## src/rtl/neuron_folded_nbits.sv

```systemverilog
// neuron_folded_nbits
//   Folded N-bit neuron. A vector of N_INPUTS weight/input pairs arrives as
//   N_INPUTS/P beats of P lanes each. Each beat's P products are added into a
//   wide signed accumulator seeded with the vector's bias. After the last beat,
//   the accumulator is arithmetically shifted right by SHIFT and passed through
//   the selected activation. The N-bit result is then held on a valid/ready port.
//
// Ports
//   clk           clock, rising edge
//   rst           asynchronous, active-high reset
//   in_valid_i    beat on w_chunk_i/x_chunk_i/bias_i/mode_i is valid
//   in_ready_o    block accepts a beat this cycle (decoded from state only)
//   w_chunk_i     P packed signed weights, lane i at [i*N +: N]
//   x_chunk_i     P packed signed inputs, lane i at [i*N +: N]
//   bias_i        signed bias, used only on the first beat of a vector
//   mode_i        0 = saturated ReLU, 1 = signed saturate; used on first beat
//   out_valid_o   result available (decoded from state only)
//   out_ready_i   consumer takes the result
//   out_o         signed activated result (registered)
//   sat_o         result was clamped to MAX or MIN (registered)
module neuron_folded_nbits #(
  parameter int N        = 8,
  parameter int N_INPUTS = 32,
  parameter int P        = 4,
  parameter int SHIFT    = 0
) (
  input  logic                  clk,
  input  logic                  rst,
  input  logic                  in_valid_i,
  output logic                  in_ready_o,
  input  logic [N*P-1:0]        w_chunk_i,
  input  logic [N*P-1:0]        x_chunk_i,
  input  logic signed [N-1:0]   bias_i,
  input  logic                  mode_i,
  output logic                  out_valid_o,
  input  logic                  out_ready_i,
  output logic signed [N-1:0]   out_o,
  output logic                  sat_o
);

  // Accumulator width: wide enough for N_INPUTS full products plus the bias.
  localparam int ACC_W  = 2*N + $clog2(N_INPUTS) + 1;
  localparam int PSUM_W = 2*N + $clog2(P);
  localparam int BEATS  = N_INPUTS / P;
  localparam int CNT_W  = (BEATS > 1) ? $clog2(BEATS) : 1;

  localparam logic [CNT_W-1:0] LAST_CNT = CNT_W'(BEATS - 1);

  // Activation bounds at accumulator width and at result width.
  localparam logic signed [ACC_W-1:0] MAX_A = {{(ACC_W-N+1){1'b0}}, {(N-1){1'b1}}};
  localparam logic signed [ACC_W-1:0] MIN_A = {{(ACC_W-N+1){1'b1}}, {(N-1){1'b0}}};
  localparam logic signed [N-1:0]     MAX_N = {1'b0, {(N-1){1'b1}}};
  localparam logic signed [N-1:0]     MIN_N = {1'b1, {(N-1){1'b0}}};

  typedef enum logic [1:0] {
    ST_ACCUM = 2'd0,
    ST_ACT   = 2'd1,
    ST_HOLD  = 2'd2
  } state_t;

  state_t                    state_q, state_d;
  logic [CNT_W-1:0]          cnt_q, cnt_d;
  logic signed [ACC_W-1:0]   acc_q, acc_d;
  logic                      mode_q, mode_d;
  logic signed [N-1:0]       out_q, out_d;
  logic                      sat_q, sat_d;

  logic signed [2*N-1:0]     prod_s [P];
  logic signed [PSUM_W-1:0]  psum_s;
  logic signed [ACC_W-1:0]   r_s;
  logic signed [N-1:0]       act_out_s;
  logic                      act_sat_s;

  // Full-precision lane products; assignment context gives the 2N-bit multiply.
  for (genvar g = 0; g < P; g++) begin : g_lane
    assign prod_s[g] = $signed(w_chunk_i[g*N +: N]) * $signed(x_chunk_i[g*N +: N]);
  end

  // Sum of the lane products, each sign-extended to the partial-sum width.
  always_comb begin
    psum_s = '0;
    for (int i = 0; i < P; i++) begin
      psum_s = psum_s + PSUM_W'(prod_s[i]);
    end
  end

  // Fixed-point shift followed by the selected activation.
  always_comb begin
    r_s       = acc_q >>> SHIFT;
    act_out_s = r_s[N-1:0];
    act_sat_s = 1'b0;
    if (mode_q == 1'b0) begin
      if (r_s[ACC_W-1]) begin
        act_out_s = '0;
        act_sat_s = 1'b0;
      end else if (r_s > MAX_A) begin
        act_out_s = MAX_N;
        act_sat_s = 1'b1;
      end else begin
        act_out_s = r_s[N-1:0];
        act_sat_s = 1'b0;
      end
    end else begin
      if (r_s > MAX_A) begin
        act_out_s = MAX_N;
        act_sat_s = 1'b1;
      end else if (r_s < MIN_A) begin
        act_out_s = MIN_N;
        act_sat_s = 1'b1;
      end else begin
        act_out_s = r_s[N-1:0];
        act_sat_s = 1'b0;
      end
    end
  end

  // Next-state and datapath update; every register holds unless changed below.
  always_comb begin
    state_d = state_q;
    cnt_d   = cnt_q;
    acc_d   = acc_q;
    mode_d  = mode_q;
    out_d   = out_q;
    sat_d   = sat_q;
    case (state_q)
      ST_ACCUM: begin
        // in_ready is high in this state, so in_valid alone means acceptance.
        if (in_valid_i) begin
          if (cnt_q == '0) begin
            acc_d  = ACC_W'(bias_i) + ACC_W'(psum_s);
            mode_d = mode_i;
          end else begin
            acc_d  = acc_q + ACC_W'(psum_s);
          end
          if (cnt_q == LAST_CNT) begin
            cnt_d   = '0;
            state_d = ST_ACT;
          end else begin
            cnt_d   = cnt_q + CNT_W'(1);
          end
        end else begin
          state_d = ST_ACCUM;
        end
      end
      ST_ACT: begin
        out_d   = act_out_s;
        sat_d   = act_sat_s;
        state_d = ST_HOLD;
      end
      ST_HOLD: begin
        if (out_ready_i) begin
          state_d = ST_ACCUM;
        end else begin
          state_d = ST_HOLD;
        end
      end
      default: begin
        state_d = ST_ACCUM;
        cnt_d   = '0;
      end
    endcase
  end

  // State and datapath registers; reset discards any partial vector.
  always_ff @(posedge clk or posedge rst) begin
    if (rst) begin
      state_q <= ST_ACCUM;
      cnt_q   <= '0;
      acc_q   <= '0;
      mode_q  <= 1'b0;
      out_q   <= '0;
      sat_q   <= 1'b0;
    end else begin
      state_q <= state_d;
      cnt_q   <= cnt_d;
      acc_q   <= acc_d;
      mode_q  <= mode_d;
      out_q   <= out_d;
      sat_q   <= sat_d;
    end
  end

  // Handshake flags depend only on the state register.
  assign in_ready_o  = (state_q == ST_ACCUM);
  assign out_valid_o = (state_q == ST_HOLD);
  assign out_o       = out_q;
  assign sat_o       = sat_q;

endmodule

```

## config.mk

```make
export PLATFORM = sky130hd
export DESIGN_NAME = neuron_folded_nbits
export DESIGN_NICKNAME = d
export VERILOG_FILES = /design/src/rtl/neuron_folded_nbits.sv
export SDC_FILE = /design/constraint.sdc
export NUM_CORES = 1
export LEC_CHECK = 0
export ABC_AREA = 1
export CORE_ASPECT_RATIO = 1.2
export CORE_MARGIN = 2
export CORE_UTILIZATION = 55
export CTS_CLUSTER_DIAMETER = 40
export DETAILED_ROUTE_END_ITERATION = 10
export PLACE_DENSITY = 0.78
export SYNTH_ARGS = -nofsm -noshare
export SYNTH_HDL_FRONTEND = slang
export SYNTH_SLANG_ARGS = --single-unit
export TNS_END_PERCENT = 30
```

## constraint.sdc

```tcl
create_clock -name clk -period 2.2 [get_ports clk]
set_clock_uncertainty 0.15 [all_clocks]
set_input_delay 0.66 -clock clk [delete_from_list [all_inputs] [get_ports clk]]
set_output_delay 0.66 -clock clk [all_outputs]
set_load 0.03 [all_outputs]
```

== Yosys cells after proc, flatten, opt, wreduce, memory -nomap -nowiden ==
Index checks and enable logic that the tools add are counted.

* Input bits: 77
* Register bits: 37
* Output and inout bits: 11

* Eq/ne operators: 5
* Reductions and logical operators: 6
* Add/sub/neg operators: 6
* $mul: 4
* Magnitude comparators: 2
* Muxes and demuxes: 18
* Bitwise gates (word level): 1

{| class="wikitable"
|+ Operators with widths
! operator !! number
|-
| 8-bit by 8-bit multiplier with 16-bit output || 4
|-
| 8-bit 2-to-1 mux || 5
|-
| 22-bit by 18-bit adder with 22-bit output || 1
|-
| 22-bit by 8-bit > comparator with 1-bit output, second input constant || 1
|-
| 22-bit by 8-bit < comparator with 1-bit output, second input constant || 1
|-
| 22-bit 2-to-1 mux || 1
|-
| 8-bit by 18-bit adder with 19-bit output || 1
|-
| 17-bit by 16-bit adder with 18-bit output || 1
|-
| 18-bit by 16-bit adder with 18-bit output || 1
|-
| 16-bit by 16-bit adder with 17-bit output || 1
|-
| 2-bit 2-to-1 mux || 3
|-
| 3-bit 2-to-1 mux || 2
|-
| 2-bit case mux with 3 select lines || 1
|-
| 3-bit case mux with 2 select lines || 1
|-
| 1-bit 2-to-1 mux || 5
|-
| 2-bit AND reduction || 2
|-
| 3-bit by 1-bit adder with 3-bit output, second input constant || 1
|-
| 3-bit == test, second input constant || 1
|-
| 3-bit zero test || 1
|-
| 3-bit by 2-bit != test with 1-bit output, second input constant || 1
|-
| 3-bit AND reduction || 1
|-
| 2-bit by 1-bit == test with 1-bit output, second input constant || 1
|-
| 2-bit == test, second input constant || 1
|-
| 2-bit zero test || 1
|-
| 3 further kinds || 3
|}

== Longest topological paths before layout ==
* Depth after elaboration: 6
* Gate-level depth with buffers: 40

== Worst setup path before layout ==
Ideal clock, no wire load.

* Path kind: input to register
* Start point: in x_chunk_i[24]
* End point: reg acc_q[17]
* Path buffers: 1
* Arrival: 7845 ps
* Cell stages on the path: 34
* Slack: -5935 ps
* Setup time: 139 ps
* Required time: 1911 ps
* Path through: clkbuf_1 > nand2_1 > inv_1 > fa_1 > inv_1 > fa_1 > fa_1 > inv_1 > fa_1 > fa_1 > fa_1 > fa_1 > inv_1 > fa_1 > inv_1 > ha_1 > a21oi_1 > o21ai_0 > a21oi_1 > o21ai_0 > a21oi_1 > nor2_1 > nor2_1 > xor2_1 > inv_1 > ha_1 > nand2_1 > nor3_1 > nor3b_1 > nand4_1 > nand3_1 > a21oi_1 > o21ai_0 > a31oi_1

* Cells in the longest elaborated chain, start to end: 4
* Elaborated cells on any way between the ends: 5

{| class="wikitable"
|+ RTL lines
! what !! line !! text
|-
| from (decl) || 32 || <nowiki>input logic [N*P-1:0] x_chunk_i,</nowiki>
|-
| 8-bit by 8-bit multiplier with 16-bit output (*) || 76 || <nowiki>assign prod_s[g] = $signed(w_chunk_i[g*N +: N]) * $signed(x_chunk_i[g*N +: N]);</nowiki>
|-
| 18-bit by 16-bit adder with 18-bit output (*) || 83 || <nowiki>psum_s = psum_s + PSUM_W'(prod_s[i]);</nowiki>
|-
| 22-bit by 18-bit adder with 22-bit output or 8-bit by 18-bit adder with 19-bit output (tied branches) || 133, 130 ||
|-
| 22-bit 2-to-1 mux (*) || 129 || <nowiki>if (cnt_q == '0) begin</nowiki>
|-
| to (signal assigned) || 169 || <nowiki>acc_q <= '0;</nowiki>
|-
| to (signal assigned) || 176 || <nowiki>acc_q <= acc_d;</nowiki>
|-
| to (decl) || 63 || <nowiki>logic signed [ACC_W-1:0] acc_q, acc_d;</nowiki>
|}

Every way passes the cells marked *; elsewhere a longest branch is shown, timed or not.
A chain may end at the register's enable or synchronous reset.

== Worst setup path in the final report ==
* Start point: in x_chunk_i[24]
* End point: reg acc_q[19]

The elaborated chain is that of the path after synthesis.

==> results.md <==
* Status: complete, but fails checks
* Failing checks: negative setup slack
* CP endpoint kind: flop
* Clock buffer depth at 2
* Avg Cell Area, Syn at roughly 8 um^2
* Area contributors post-synth: fa_1, inv_1, ha_1
* CP startpoint: x_chunk_i[24]
* FF-to-FF setup slack at -0.47 ns
* Die Span X at 157 um
* Post-Place Cell Area at 18,700 um^2
* Mapped Cells at 1,956
* Fin crit share at 384%
* Final net count at ~2.8k
* Detail Placement HPWL at between 30 and 40 mm
* I/O pins at 88
* RR Endpoint: acc_q[12]
* FF-to-FF Start: acc_q[0]
* Core area at 27,700 um^2
* Dominant synthesized flop cell: dfrtp_1
* Via density at 5.49
* Unrepaired setup endpoints after global routing: yes
* Yosys reg bits at 37
* Gr usage total at 33.0%
* Yosys cell types at 52
* Crit start category: input pin
* Worst EP required at between 2 and 2.5 ns
* Top cell by count, worst path: fa_1
* Die outline height at 187 um
* Max-cap viol count at 0
* Worst Hold Launch: sat_o
* TritonCTS clock tree: built
* Critical Path Max Stage Delay at roughly 0.56 ns
* First-pass GRT wire length at 76.0 mm
* Synth async-reset ratio at between 90% and 100%
* Max-slew violation count at 0
* Routed WL at 50.2 mm
* H-tree Lvls at 2
* Worst-Margin Slew at 0.688 ns
* Clk sink count at 37
* Synth area leader: fa_1
* RePlAce Congestion at 0.921
* Layout cell share with drive strength beyond 1 at 31.2%
* DR WL/cell at about 19 um
* Hold depth at 1
* Port bufs at a little under 90
* Worst setup path class: in -> reg
* CP max-delay cell: fa_1
* Critical Path AT at 8.49 ns
* Max_slew headroom at 53.9%
* Initial antenna violation count at 1
* Count leader, synth: inv_1
* Tmin final at 8.45 ns
* Area Growth Syn to Fin at 33.6%
* Synthesized cell area at 15,400 um^2
* Crit-path max FO at 5
* Sequential fraction of the synthesis area at 6.03%
* Min-Delay Endpoint: sat_o
* Total congestion overflow at 0
* Clock buffer count from CTS at 5
* Synth Net Count at 2,497
* Vias in the first global route at 15.8k
* Number of enable flip-flop cells after synthesis at 0
* Post-CTS Hold Fix Bufs at 0
* Final setup fails at 23
* Depth of the most critical reg-to-reg path at 11
* Pin count of the biggest net entering global routing at 38
* Synth warn at 0
* Worst-path clk slew at 0.07 ns
* Post-route cell area at 20,500 um^2
* Fmax at 0.118 GHz
* Final Hold Fails at 0
* Number of routed nets with antenna violations at 0
* Worst-Skew Late Latency at approximately 0.31 ns
* Die area at 29,300 um^2
* Initial DRC count at 1,035
* Std cell rows at 67
* Top-area cell type share of the netlist area at 41.7%
* Root buffer cell: clkbuf_16
* Residual DRC at 0
* Vias at between 10k and 15k
* Worst min path class: reg -> reg
* Router iterations before antenna repair at 5
* Final worst slack at -6.25 ns
* Post-synth top cells: inv_1, nand2_1, fa_1, ha_1, a21oi_1
* Starting density of the core at between 50% and 60%
==> worst max-delay path, delay by kind of cell <==
family	cells	cell delay, ns
adder cells (fa/ha/maj)	10	4.54
AO/OA/AOI/OAI	6	0.85
buffers and inverters	10	0.98
XOR/XNOR	1	0.24
AND/OR/NAND/NOR	12	1.20
==> area by class of cell <==
class | instances | area (um^2)
fill | 1754 | 7160
timing repair buffer | 405 | 3240
tap | 345 | 432
multi-input combinational | 1214 | 13300
clock buffer | 6 | 139
clock inverter | 2 | 37.5
inverter | 635 | 2400
antenna | 1 | 2.50
sequential | 37 | 926
==> sequential cells by signal, summed over array words and instances, names as in the netlist <==
| register | count |
|---|---|
| cnt_q | 3 |
| acc_q | 22 |
| state_q | 2 |
| sat_o | 1 |
| out_o | 8 |
| mode_q | 1 |
==> cells by family after synthesis <==
group                    Yosys count  share of synthesized area, %
buffers and inverters            705                          17.3
AND/OR/NAND/NOR                  533                          14.3
adder cells (fa/ha/maj)          464                          53.5
AO/OA/AOI/OAI                    190                          7.34
flip-flops                        37                          6.03
XOR/XNOR                          25                          1.43
multiplexers                       2                         0.147
==> layout by cell type, fill, tap and decap left out, types with 12 or more instances in the layout <==
cell type	n
nor2_2	12
nand3_2	12
fa_1	298
nand4_1	12
nor2_1	57
a21oi_2	25
ha_1	93
clkdlybuf4s50_1	21
a21oi_1	47
inv_2	69
dfrtp_1	37
a21oi_4	15
nand3_1	28
nand2_1	315
buf_6	33
o21ai_0	27
buf_4	288
ha_4	47
nand2_4	17
nand2_2	40
inv_1	559
o21ai_1	18
a31oi_1	12
buf_2	29
fa_2	22
==> per-layer routing <==
metal | routed length [um] | global-route usage, % | share of wire, %
met1 | 17400 | 38.7 | 35
met2 | 25800 | 58.5 | 51
met3 | 3750 | 4.82 | 7.5
met4 | 3240 | 17.0 | 6.5
met5 | 0 | 0 | 0
==> worst max path at each step <==
stage          slack, ns   endpoint
2_1_floorplan      -5.51  acc_q[19]
6_report           -6.25  acc_q[19]
3_5_place_dp       -6.87  acc_q[17]
4_1_cts            -5.88  acc_q[18]
5_1_grt            -6.39  acc_q[19]
3_3_place_gp       -6.83  acc_q[14]
==> metrics by stage <==
step,cells,util (%),TNS (ns),setup slack [ns],hold WS (ns)
after detailed placement,2589,67.8,-127.28,-6.87,0.362
final,2645,74.1,-111.40,-6.25,0.368
after global routing,2645,74.1,-116.01,-6.39,0.408
after floorplan,1956,-,-99.58,-5.51,0.328
after global placement,2589,67.8,-126.16,-6.83,0.348
after CTS,2626,71.3,-107.78,-5.88,0.376
==> timing repair <==
action,in CTS,in global routing
gates resized for setup,374,231
pin swaps,124,171
endpoints found under the setup margin,23,31
setup buffers,29,23
Power is left out: the tool's default activity adds up to more than one toggle a clock period on the data nets, which glitch-free logic cannot reach.
